### config.mk
export PLATFORM = sky130hd
export DESIGN_NAME = sfr_bank
export DESIGN_NICKNAME = d
export VERILOG_FILES = /design/src/rtl/sfr_pkg.sv /design/src/rtl/sfr_cell.sv /design/src/rtl/sfr_bank.sv
export SDC_FILE = /design/constraint.sdc
export NUM_CORES = 1
export LEC_CHECK = 0
export CAP_MARGIN = 0
export CORE_MARGIN = 3
export CORE_UTILIZATION = 40
export DETAILED_ROUTE_END_ITERATION = 10
export PLACE_DENSITY = 0.65
export SETUP_SLACK_MARGIN = 0.02
export SYNTH_ARGS = -nofsm -noshare
export SYNTH_HDL_FRONTEND = slang
export SYNTH_HIERARCHICAL = 1
export SYNTH_SLANG_ARGS = --single-unit
### constraint.sdc
create_clock -name i_clk -period 9.56 [get_ports i_clk]
set_input_delay 1.912 -clock i_clk [delete_from_list [all_inputs] [get_ports i_clk]]
set_output_delay 1.912 -clock i_clk [all_outputs]
set_load 0.03 [all_outputs]
### src/rtl/sfr_pkg.sv
// sfr_pkg: shared types and default sizes for the special-function-register bank.
package sfr_pkg;

    localparam int DEF_DATA_W   = 8;
    localparam int DEF_NUM_REGS = 16;
    localparam int DEF_ADDR_W   = 4;

    // Bit-write sequencer states
    typedef enum logic [1:0] {
        ST_IDLE   = 2'd0,
        ST_RMW_RD = 2'd1,
        ST_RMW_WR = 2'd2
    } sfr_state_t;

    // CPU access type: {bit access, write}
    typedef enum logic [1:0] {
        ACC_BYTE_RD = 2'b00,
        ACC_BYTE_WR = 2'b01,
        ACC_BIT_RD  = 2'b10,
        ACC_BIT_WR  = 2'b11
    } sfr_access_t;

    function automatic sfr_access_t access_type(input logic is_bit, input logic is_wr);
        return sfr_access_t'({is_bit, is_wr});
    endfunction

endpackage

### src/rtl/sfr_cell.sv
// sfr_cell: one register with reset value, CPU > hardware > hold priority,
// and an optional forced value on bit 0 (used for the parity bit).
module sfr_cell
    import sfr_pkg::*;
#(
    parameter int                 DATA_W  = DEF_DATA_W,
    parameter logic [DATA_W-1:0]  RST_VAL = '0
) (
    input  logic              i_clk,
    input  logic              i_rst,
    input  logic              i_cpu_we,
    input  logic [DATA_W-1:0] i_cpu_data,
    input  logic              i_hw_we,
    input  logic [DATA_W-1:0] i_hw_data,
    input  logic              i_par_en,
    input  logic              i_par_bit,
    output logic [DATA_W-1:0] o_q,
    output logic [DATA_W-1:0] o_nxt
);

    logic [DATA_W-1:0] q_r;
    logic [DATA_W-1:0] nxt;

    // Next value: CPU write wins over hardware write, otherwise hold; bit 0 may be forced
    always_comb begin
        nxt = q_r;
        if (i_cpu_we) begin
            nxt = i_cpu_data;
        end else if (i_hw_we) begin
            nxt = i_hw_data;
        end
        if (i_par_en) begin
            nxt[0] = i_par_bit;
        end
    end

    // Register storage with synchronous active-low reset to its reset image
    always_ff @(posedge i_clk) begin
        if (!i_rst) begin
            q_r <= RST_VAL;
        end else begin
            q_r <= nxt;
        end
    end

    assign o_q   = q_r;
    assign o_nxt = nxt;

endmodule

### src/rtl/sfr_bank.sv
// sfr_bank: generic array of NUM_REGS special-function registers with CPU
// byte/bit access (bit writes via a read-modify-write sequence), per-register
// hardware write strobes and a flat export of all registers.
// Optional feature macro SFR_PARITY_EN: PSW bit 0 tracks the XOR of the ACC register.
module sfr_bank
    import sfr_pkg::*;
#(
    parameter int                           DATA_W    = DEF_DATA_W,
    parameter int                           NUM_REGS  = DEF_NUM_REGS,
    parameter int                           ADDR_W    = DEF_ADDR_W,
    parameter logic [NUM_REGS*DATA_W-1:0]   RST_VALUE = '0,
    parameter int                           ACC_IDX   = 0,
    parameter int                           PSW_IDX   = 1
) (
    input  logic                         i_clk,
    input  logic                         i_rst,
    input  logic                         i_req,
    input  logic                         i_we,
    input  logic                         i_bit,
    input  logic [ADDR_W-1:0]            i_addr,
    input  logic [$clog2(DATA_W)-1:0]    i_bit_sel,
    input  logic [DATA_W-1:0]            i_wdata,
    input  logic [NUM_REGS-1:0]          i_hw_we,
    input  logic [NUM_REGS*DATA_W-1:0]   i_hw_data,
    output logic                         o_ack,
    output logic                         o_busy,
    output logic [DATA_W-1:0]            o_rdata,
    output logic [NUM_REGS*DATA_W-1:0]   o_regs
);

    localparam int BIT_W = $clog2(DATA_W);

`ifdef SFR_PARITY_EN
    localparam bit PARITY_ON = 1'b1;
`else
    localparam bit PARITY_ON = 1'b0;
`endif

    sfr_state_t        state_q;
    sfr_state_t        state_d;
    sfr_access_t       acc;
    logic              accept;

    logic [ADDR_W-1:0] seq_idx_q;
    logic [BIT_W-1:0]  seq_bit_q;
    logic              seq_val_q;
    logic [DATA_W-1:0] temp_q;

    logic              ack_q;
    logic [DATA_W-1:0] rdata_q;

    logic [DATA_W-1:0] reg_q   [NUM_REGS];
    logic [DATA_W-1:0] reg_nxt [NUM_REGS];
    logic [NUM_REGS-1:0] cpu_we;
    logic [DATA_W-1:0] cpu_data [NUM_REGS];

    logic [DATA_W-1:0] rd_byte;
    logic [DATA_W-1:0] seq_nxt;
    logic              par_bit;

    function automatic logic [DATA_W-1:0] set_bit(input logic [DATA_W-1:0] v,
                                                  input logic [BIT_W-1:0]  sel,
                                                  input logic              b);
        logic [DATA_W-1:0] r;
        r      = v;
        r[sel] = b;
        return r;
    endfunction

    function automatic logic [DATA_W-1:0] rd_format(input logic [DATA_W-1:0] v,
                                                    input logic              is_bit,
                                                    input logic [BIT_W-1:0]  sel);
        logic [DATA_W-1:0] r;
        r = v;
        if (is_bit) begin
            r    = '0;
            r[0] = v[sel];
        end
        return r;
    endfunction

    assign acc     = access_type(i_bit, i_we);
    assign accept  = (state_q == ST_IDLE) && i_req;
    assign par_bit = ^reg_q[ACC_IDX];

    // Next-state logic for the bit-write sequencer
    always_comb begin
        state_d = state_q;
        case (state_q)
            ST_IDLE:   if (accept && acc == ACC_BIT_WR) state_d = ST_RMW_RD;
            ST_RMW_RD: state_d = ST_RMW_WR;
            ST_RMW_WR: state_d = ST_IDLE;
            default:   state_d = ST_IDLE;
        endcase
    end

    // Sequencer state register; reset aborts any sequence in flight
    always_ff @(posedge i_clk) begin
        if (!i_rst) begin
            state_q <= ST_IDLE;
        end else begin
            state_q <= state_d;
        end
    end

    // Address decode for the CPU read mux and the sequencer's read capture;
    // unmatched (out-of-range) indices yield zero
    always_comb begin
        rd_byte = '0;
        seq_nxt = '0;
        for (int k = 0; k < NUM_REGS; k++) begin
            if (i_addr == ADDR_W'(k))    rd_byte = reg_q[k];
            if (seq_idx_q == ADDR_W'(k)) seq_nxt = reg_nxt[k];
        end
    end

    // Sequence context: latched at accept, temp captures the register's
    // post-edge value (hardware update included) while in RMW_RD
    always_ff @(posedge i_clk) begin
        if (accept && acc == ACC_BIT_WR) begin
            seq_idx_q <= i_addr;
            seq_bit_q <= i_bit_sel;
            seq_val_q <= i_wdata[0];
        end
        if (state_q == ST_RMW_RD) begin
            temp_q <= seq_nxt;
        end
    end

    // CPU write strobes: byte write at accept, or the merged value in RMW_WR
    // (a same-cycle hardware update replaces temp, only the target bit is forced)
    always_comb begin
        for (int k = 0; k < NUM_REGS; k++) begin
            cpu_we[k]   = 1'b0;
            cpu_data[k] = '0;
            if (accept && acc == ACC_BYTE_WR && i_addr == ADDR_W'(k)) begin
                cpu_we[k]   = 1'b1;
                cpu_data[k] = i_wdata;
            end else if (state_q == ST_RMW_WR && seq_idx_q == ADDR_W'(k)) begin
                cpu_we[k]   = 1'b1;
                cpu_data[k] = set_bit(i_hw_we[k] ? i_hw_data[k*DATA_W +: DATA_W] : temp_q,
                                      seq_bit_q, seq_val_q);
            end
        end
    end

    // Completion pulse and read data register; read data holds until the next read
    always_ff @(posedge i_clk) begin
        if (!i_rst) begin
            ack_q   <= 1'b0;
            rdata_q <= '0;
        end else begin
            ack_q <= (accept && acc != ACC_BIT_WR) || (state_q == ST_RMW_WR);
            if (accept && !i_we) begin
                rdata_q <= rd_format(rd_byte, i_bit, i_bit_sel);
            end
        end
    end

    for (genvar k = 0; k < NUM_REGS; k++) begin : g_cell
        sfr_cell #(
            .DATA_W  (DATA_W),
            .RST_VAL (RST_VALUE[k*DATA_W +: DATA_W])
        ) u_cell (
            .i_clk      (i_clk),
            .i_rst      (i_rst),
            .i_cpu_we   (cpu_we[k]),
            .i_cpu_data (cpu_data[k]),
            .i_hw_we    (i_hw_we[k]),
            .i_hw_data  (i_hw_data[k*DATA_W +: DATA_W]),
            .i_par_en   (PARITY_ON && (k == PSW_IDX)),
            .i_par_bit  (par_bit),
            .o_q        (reg_q[k]),
            .o_nxt      (reg_nxt[k])
        );
        assign o_regs[k*DATA_W +: DATA_W] = reg_q[k];
    end

    assign o_ack   = ack_q;
    assign o_busy  = (state_q != ST_IDLE);
    assign o_rdata = rdata_q;

endmodule

==> flow_summary_export.csv, run 1 <==
group,metric,value,unit
synthesis,synth_ff_type,"dfxtp_1",
cts,clock_path_buffers,2,
global_routing,grt_use_total,38.68,%
synthesis,postSynthAreaPerCell,8.260,µm²
place,place_hpwl,54500,µm
routing,routed.top_layer,"met5",
cts,path_clk_slew,80,ps
routing,vias_per_cell,6.715,
global_routing,grt_pass1_vias,15840,
timing,clock-skew-final,18.62,ps
routing,wl_per_cell,31.41,µm
synthesis,yosysUniqueCellTypes,66,
timing,setup_ws,3199,ps
finish,register_area,3263,µm²
global_routing,grt_start_max_net_pins,45,
routing,dr.pass1.iters,6,
finish,drive_above_1_share,7.452,%
timing,period_share,66.54,%
setup_path,startpoint_type,"input pin",
global_routing,overflow,0,
power,peakVddDrop,0.1313,mV
floorplanning,dieArea,38520,µm²
synthesis,ys_seq_area_share,22.54,%
routing,wl_met2,32120,µm
cts,cts-hold-fix-buffers,0,
finish,area_growth,26.37,%
routing,drt_wl_total,77700,µm
finish,antennaDiodeCount,0,
routing,wl_met1,29880,µm
place,gp_congestion,1.059,
timing,fin_crit,6361,ps
floorplanning,die_h,196.3,µm
setup_path,arrival,6570,ps
cts,postCtsResizedCells,0,
finish,multi_input_area,10380,µm²
routing,route.met3.wl,9305,µm
finish,nets,2164,
synthesis,yosys_warnings,6,
synthesis,synth_area,14480,µm²
timing,hold_violations,0,
floorplanning,num_rows,69,
setup_path,worstSetupEndpointType,"register",
floorplanning,io_pins,302,
setup_path,crit_type,"input pin to register",
synthesis,synth-edff-count,16,
timing,rsz0062_at_grt,"false",
place,post-place-ws,3061,ps
routing,drt_first_iter_violations,2255,
cts,htree_levels,4,
routing,antenna_left,0,
power,powerDensity,126.4,nW/µm²
synthesis,ys_ff_latch,155,
global_routing,grt_pass1_wl,109600,µm
cts,cts_num_sinks,155,
cts,cts_root_buf,"clkbuf_16",
setup_path,worstPathMaxFanout,10,
floorplanning,dieWidth,196.3,µm
synthesis,netlist_instances,1753,
synthesis,synthArstFlopShare,0,%
cts,cts_tree,"yes",
cts,post_cts_buffers,0,
timing,setup_viol,0,
timing,drv_slew,0,
cts,cts_inserted_buffers,17,
finish,fillerInstances,3398,
min_path,hp-class,"register to register",
routing,drc_errors,0,
timing,tns,0,ps
job,maxCapViolations,0,
power,p_leak,7.422,nW
place,port-buffer-count,301,
run_status,outcome,"complete, no violations",
cts,insertion_delay,470,ps
routing,vias,16610,
floorplanning,start_util,40.61,%
timing,max_slew.worst_pin.slew,1335,ps
setup_path,critPathRequiredTime,9770,ps
global_routing,antenna_found_initial,1,
floorplanning,core_area,35660,µm²
timing,relSlewSlack,10.70,%
timing,timing.fmax,0.1572,GHz
placed cells by master (no fill, tap or decap), types with 9 or more instances in the layout:
cell type / count
a2111oi_2: 16
a211oi_1: 133
a21oi_1: 143
a22oi_1: 10
a32o_1: 128
buf_4: 38
clkbuf_16: 17
clkdlybuf4s50_1: 299
conb_1: 48
dfxtp_1: 139
edfxtp_1: 16
inv_1: 31
inv_2: 16
mux2_2: 13
mux2i_1: 288
mux4_2: 9
nand2_1: 170
nand2b_1: 12
nand3_1: 15
nor2_1: 78
nor2b_1: 149
nor3_1: 15
nor3b_1: 22
o21ai_0: 39
o22ai_1: 34
or2_2: 19
synth_stat cells (18+ instances only):
cell / n / share of area [%]
mux2i_1: 288 / 20
nand2_1: 170 / 4.4
nor2b_1: 149 / 6.4
a21oi_1: 143 / 4.9
dfxtp_1: 139 / 19
a211oi_1: 133 / 6.9
a32o_1: 128 / 8.8
clkbuf_1: 81 / 2.1
nor2_1: 78 / 2.0
o21ai_0: 39 / 1.3
buf_2: 34 / 1.2
o22ai_1: 34 / 1.5
inv_1: 31 / 0.80
nor3b_1: 22 / 1.1
or2_2: 19 / 0.82
buf_4: 18 / 0.93
stage by stage:
step / utilization, % / hold WS, ps / std cells / area (µm²) / power [W]
final: 51.32 / 468.8 / 2474 / 18300 / 0.002312
after global routing: 51.32 / 503.5 / 2474 / 18300 / 0.002361
after CTS: 51.32 / 469.5 / 2474 / 18300 / 0.002280
after detailed placement: 49.62 / 462.4 / 2442 / 17690 / 0.001532
after global placement: 49.62 / 454.8 / 2442 / 17690 / 0.001533
after floorplan: - / 439.5 / 1800 / 14660 / 0.001181
power by group:
group	switching [W]	leakage [nW]	internal [W]	total, W
logic	0.000466	5.84	0.000311	0.000777
registers	0.0000695	1.29	0.000703	0.000773
clock network	0.000327	0.290	0.000435	0.000762
worst paths after layout:
check | from | endpoint | slack (ps) | cells past startpoint
worst max-delay path | i_bit | temp_q[0] | 3200 | 13
worst min-delay path | o_rdata[3] | o_rdata[3] | 470 | 2
worst min register to register | o_rdata[3] | o_rdata[3] | 470 | 2
worst max register to register | state_q[1] | temp_q[0] | 4600 | 14
layer usage:
layer / track usage (%) / up-vias
li1: - / 7127
met1: 50.88 / 7788
met2: 56.51 / 1340
met3: 9.171 / 356
met4: 25.14 / 2
met5: 0 / -
flip-flops by register name, indices dropped and copies added (netlist names):
register	cells
temp_q	8
state_q	2
seq_bit_q	3
g_cell.u_cell/o_q	128
o_ack	1
o_rdata	8
seq_idx_q	4
seq_val_q	1
critical path: stages:
cell and delay, ps:
clkdlybuf4s50_1 560, nor3b_1 850, nand3_1 530, o22ai_1 740
nor3b_1 390, a211oi_1 160, mux2i_1 160, a2bb2oi_1 270
o22ai_1 120, a21oi_1 260, o21ai_0 180, a221oi_1 320
o22ai_1 100
logic make-up after synthesis:
logic type	count (synthesis)	synth area share [%]
other cells	1	0.02590
buf+inv	207	7.008
flops	155	22.54
mux	314	23.04
simple gates	505	17.54
compound gates	564	29.42
xor+xnor	7	0.4234
area by class of cell:
class                           instances  share of cell area [%]
Clock buffer                           19                   2.366
Clock inverter                         13                  0.9573
Inverter                               49                   1.005
Multi-Input combinational cell       1438                   56.72
Sequential cell                       155                   17.83
Tap cell                              461                   3.152
Timing Repair Buffer                  339                   17.97
Note: power is estimated with default switching activity, not from simulation.
==> inputs of run 2 (changes only) <==
PLACE_DENSITY = 0.68   (was 0.65)
clock period = 5.7 ns   (was 9.56 ns; I/O delays follow)
==> run 2 against run 1 <==
Effect of this change:
- setup slack worse by 2000 ps
- global-route usage is 0.22 points higher
- first-iteration DRC count grew 4.2%
- clock power is 59% higher
- combinational power up 70%
- die area unchanged
- critical endpoint is now temp_q[3]
- largest power group unchanged
==> flow_summary_export.csv, run 2 (synthesis results as in run 1) <==
group,metric,value,unit
timing,clock-skew-final,10.58,ps
floorplanning,num_rows,69,
finish,drive_above_1_share,9.729,%
power,p_sw,0.001438,W
routing,antenna_left,0,
finish,post-route-util,52.36,%
cts,path_clk_slew,70,ps
job,maxCapViolations,0,
cts,postCtsResizedCells,0,
min_path,min_to,"o_rdata[3]",
setup_path,startpoint_type,"input pin",
floorplanning,start_util,40.61,%
place,detailed_place.area,18090,µm²
setup_path,r2r-end,"temp_q[2]",
global_routing,grt_use_total,38.90,%
finish,layout_common_cells,"clkdlybuf4s50_1, mux2i_1, nand2_1",
min_path,hp-class,"register to register",
setup_path,r2r_slack,1460,ps
routing,drc_errors,0,
cts,cts_root_buf,"clkbuf_16",
routing,vias,16960,
finish,final_area,18670,µm²
setup_path,worstSetupEndpointType,"register",
timing,hold_violations,0,
routing,drt_first_iter_violations,2349,
global_routing,overflow,0,
setup_path,reg2reg_from,"seq_idx_q[0]",
cts,clock_path_buffers,2,
cts,cts_num_sinks,155,
run_status,outcome,"complete, no violations",
min_path,whs_path_depth,2,
setup_path,crit_type,"input pin to register",
global_routing,grt_start_max_net_pins,65,
power,sw_frac_of_total,37.57,%
floorplanning,dieArea,38520,µm²
finish,antennaDiodeCount,0,
power,combPwrFrac,34.6,%
timing,max_slew.worst_pin.slew,1227,ps
routing,dr.pass1.iters,7,
routing,wl_per_cell,30.94,µm
floorplanning,io_pins,302,
timing,period_share,79.64,%
min_path,min_from,"o_rdata[3]",
floorplanning,dieWidth,196.3,µm
floorplanning,die_h,196.3,µm
setup_path,r2r_cells,14,
floorplanning,core_area,35660,µm²
timing,setup_viol,0,
cts,cts-hold-fix-buffers,0,
timing,fin_crit,4540,ps
power,peakVddDrop,0.2104,mV
cts,htree_levels,4,
cts,post_cts_buffers,0,
power,powerDensity,205.1,nW/µm²
timing,relSlewSlack,17.95,%
finish,nets,2217,
finish,area_growth,28.94,%
timing,timing.fmax,0.2203,GHz
setup_path,worstPathMaxFanout,12,
power,p_seq_share,33.8,%
power,pwr-share-clk,31.6,%
global_routing,antenna_found_initial,0,
place,port-buffer-count,301,
finish,largest_register_ff_count,128,
global_routing,grt_pass1_vias,16300,
timing,rsz0062_at_grt,"false",
power,p_leak,7.677,nW
cts,cts_inserted_buffers,17,
place,gp_congestion,1.031,
routing,vias_per_cell,6.712,
setup_path,critPathRequiredTime,5970,ps
timing,drv_slew,0,
cts,cts_tree,"yes",
finish,final_common_cell,"clkdlybuf4s50_1",
power,internal-power,0.002391,W
timing,tns,0,ps
global_routing,grt_pass1_wl,110600,µm
setup_path,arrival,4810,ps
place,place_hpwl,57270,µm
cts,insertion_delay,460,ps
routing,drt_wl_total,78180,µm
==> run 2: final cells by class <==
class	count	area (µm²)
Fill cell	3397	16990
Clock buffer	17	425.4
Clock inverter	15	156.4
Sequential cell	155	3263
Multi-Input combinational cell	1438	10380
Timing Repair Buffer	392	3686
Tap cell	461	576.8
Inverter	49	183.9
==> run 2: worst max path at each step <==
stage | slack [ps] | startpoint | endpoint | cells after the start
after floorplan | 1720 | i_addr[1] | temp_q[2] | 17
after global routing | 960 | i_addr[2] | temp_q[0] | 16
final | 1160 | i_addr[2] | temp_q[3] | 14
after detailed placement | 830 | i_addr[2] | temp_q[0] | 16
after CTS | 1300 | i_addr[2] | temp_q[0] | 16
after global placement | 900 | i_bit | temp_q[3] | 15
==> run 2: layer usage <==
layer / GRT usage, % / routed length (µm)
met5: 0 / 0
met4: 25.85 / 6195
met3: 9.119 / 8596
met2: 58.15 / 33110
met1: 49.91 / 30280
==> run 2: per-stage QoR <==
| stage | std cells | worst slack, ps | total power [W] | hold slack (ps) |
|---|---|---|---|---|
| finish | 2527 | 1160 | 0.003829 | 476.4 |
| global placement | 2495 | 904.7 | 0.002586 | 451.7 |
| global route | 2527 | 956.3 | 0.003914 | 499.6 |
| CTS | 2527 | 1301 | 0.003782 | 477.7 |
| floorplan | 1800 | 1725 | 0.001980 | 439.5 |
| detailed placement | 2495 | 829.2 | 0.002588 | 470.7 |
==> run 2: power by group through the flow <==
stage	clock network (W)	registers (W)	logic (W)
after CTS	0.00121	0.00129	0.00128
after global placement	0	0.00131	0.00127
after global routing	0.00125	0.00130	0.00137
final	0.00121	0.00129	0.00132
after floorplan	0	0.00140	0.000584
after detailed placement	0	0.00131	0.00128
==> run 2: critical path: stages <==
cell and delay, ps:
clkdlybuf4s50_1 590, inv_1 420, nand3_1 150, buf_4 200
nor2_1 490, a32o_1 220, nor2b_1 60, a21oi_1 240
o21ai_0 130, a211oi_1 370, o22ai_1 200, a21oi_1 270
a221oi_1 90, o22ai_1 240
==> inputs of run 3 (changes only) <==
PLACE_DENSITY = 0.65   (was 0.68)
clock period = 4.4 ns   (was 5.7 ns; I/O delays follow)
==> run 3 against run 2 <==
Effect of this change:
- design area increased by 2.8%
- critical path depth grew 3
- flip-flop and latch count unchanged
- critical endpoint is now temp_q[7]
==> flow_summary_export.csv, run 3 (synthesis results as in run 1) <==
group,metric,value,unit
setup_path,r2r-end,"temp_q[6]",
setup_path,r2r_slack,480,ps
power,p_total,0.005113,W
place,port-buffer-count,301,
power,p_sw,0.001919,W
cts,path_clk_slew,70,ps
job,maxCapViolations,0,
floorplanning,dieWidth,196.3,µm
finish,nets,2275,
setup_path,crit_type,"input pin to register",
power,combPwrFrac,34.3,%
floorplanning,dieArea,38520,µm²
cts,cts_tree,"yes",
setup_path,worstPathMaxFanout,8,
floorplanning,io_pins,302,
power,internal-power,0.003193,W
routing,wl_per_cell,31.10,µm
power,peakVddDrop,0.2741,mV
cts,cts_num_sinks,155,
global_routing,overflow,0,
setup_path,arrival,4370,ps
global_routing,grt_pass1_vias,16360,
timing,period_share,92.34,%
global_routing,grt_use_total,40.12,%
place,place_hpwl,59100,µm
timing,clock-skew-final,11.79,ps
timing,timing.fmax,0.2461,GHz
finish,fillerInstances,3366,
cts,cts_inserted_buffers,17,
routing,dr.pass1.iters,7,
setup_path,worstSetupEndpointType,"register",
routing,drt_first_iter_violations,2414,
run_status,outcome,"complete, no violations",
power,sw_frac_of_total,37.54,%
finish,multi_input_area,10400,µm²
setup_path,reg2reg_from,"seq_idx_q[1]",
cts,post_cts_buffers,0,
floorplanning,num_rows,69,
routing,antenna_left,0,
global_routing,grt_start_max_net_pins,63,
timing,rsz0062_at_grt,"false",
finish,antennaDiodeCount,0,
setup_path,worstSetupStartpoint,"i_req",
finish,final_area,19200,µm²
timing,tns,0,ps
min_path,hp-class,"register to register",
timing,drv_slew,0,
finish,drive_above_1_share,12.57,%
finish,final_common_cell,"clkdlybuf4s50_1",
floorplanning,start_util,40.61,%
power,p_seq_share,33.0,%
timing,relSlewSlack,16.30,%
routing,drt_wl_total,80400,µm
finish,largest_register_ff_count,128,
timing,hold_violations,0,
finish,layout_common_cells,"clkdlybuf4s50_1, mux2i_1, nand2_1",
power,p_leak,7.987,nW
routing,vias_per_cell,6.610,
place,detailed_place.area,18550,µm²
global_routing,grt_pass1_wl,113100,µm
finish,post-route-util,53.84,%
setup_path,r2r_cells,12,
finish,area_growth,32.57,%
setup_path,startpoint_type,"input pin",
timing,setup_viol,0,
timing,max_slew.worst_pin.slew,1240,ps
place,gp_congestion,1.036,
global_routing,antenna_found_initial,1,
floorplanning,core_area,35660,µm²
routing,drc_errors,0,
power,pwr-share-clk,32.8,%
finish,register_area,3263,µm²
cts,cts_root_buf,"clkbuf_16",
cts,clock_path_buffers,2,
cts,insertion_delay,460,ps
cts,cts-hold-fix-buffers,0,
setup_path,critPathCapture,"temp_q[7]",
setup_path,critPathRequiredTime,4710,ps
floorplanning,die_h,196.3,µm
power,powerDensity,266.4,nW/µm²
cts,htree_levels,4,
timing,fin_crit,4063,ps
routing,vias,17090,
run 3: cell count changes in the layout (fill, tap and decap cells not counted), moves of 2 or more:
cell and change:
clkinvlp_4 +3, o22ai_2 +2, buf_12 +2, clkinv_1 -5, o22ai_1 -2, buf_4 +56, clkinv_2 -2
run 3: per-layer routing:
| layer | vias up | share of wire, % | GRT usage [%] |
|---|---|---|---|
| met2 | 1254 | 43 | 60.53 |
| met3 | 322 | 11 | 9.291 |
| met1 | 8147 | 39 | 51.48 |
| met4 | 2 | 7.7 | 25.75 |
| li1 | 7361 | - | - |
| met5 | - | 0.016 | 0 |
run 3: how the worst min path moves through the flow:
stage | start | to | slack, ps | depth (start not counted)
global placement | o_rdata[3] | o_rdata[3] | 470 | 2
CTS | o_rdata[3] | o_rdata[3] | 480 | 2
floorplan | state_q[0] | o_ack | 440 | 1
finish | o_rdata[3] | o_rdata[3] | 480 | 2
global route | o_rdata[3] | o_rdata[3] | 540 | 2
detailed placement | o_rdata[3] | o_rdata[3] | 470 | 2
run 3: repair_timing:
action | CTS | global route
endpoints found under the setup margin | 0 | 7
resized for setup | 0 | 3
hold endpoints to repair | 0 | 0
run 3: area by class of cell:
type / instances / share of cell area, %
multi-input combinational: 1438 / 54.16
timing repair buffer: 450 / 21.60
sequential: 155 / 17.00
tap: 461 / 3.005
clock buffer: 19 / 2.418
inverter: 49 / 0.9582
clock inverter: 13 / 0.8604
run 3: through the flow:
| step | hold WS [ps] | std cells | setup slack, ps |
|---|---|---|---|
| finish | 479.2 | 2585 | 336.9 |
| global placement | 465.3 | 2553 | -126.5 |
| floorplan | 439.5 | 1800 | 684.9 |
| CTS | 481.5 | 2585 | 296.1 |
| detailed placement | 474.1 | 2553 | -158.4 |
| global route | 541.2 | 2585 | 155.0 |
run 3: power groups by stage:
| stage | sequential (W) | clock (W) | combinational (W) |
|---|---|---|---|
| after floorplan | 0.00181 | 0 | 0.000757 |
| after global placement | 0.00171 | 0 | 0.00169 |
| after detailed placement | 0.00171 | 0 | 0.00169 |
| after CTS | 0.00168 | 0.00168 | 0.00170 |
| after global routing | 0.00169 | 0.00172 | 0.00182 |
| final | 0.00168 | 0.00168 | 0.00175 |
run 3: critical path, stage by stage:
cell and delay [ps]:
clkdlybuf4s50_1 480, nand2_1 90, nor3b_2 340, buf_4 210, nand3_1 290, buf_4 250
nor2_1 150, buf_4 190, a32o_1 130, nor2b_1 60, a21oi_1 250, mux2i_1 160
o22ai_1 350, a21oi_1 140, o22ai_1 180, o21ai_0 120, o21ai_0 100
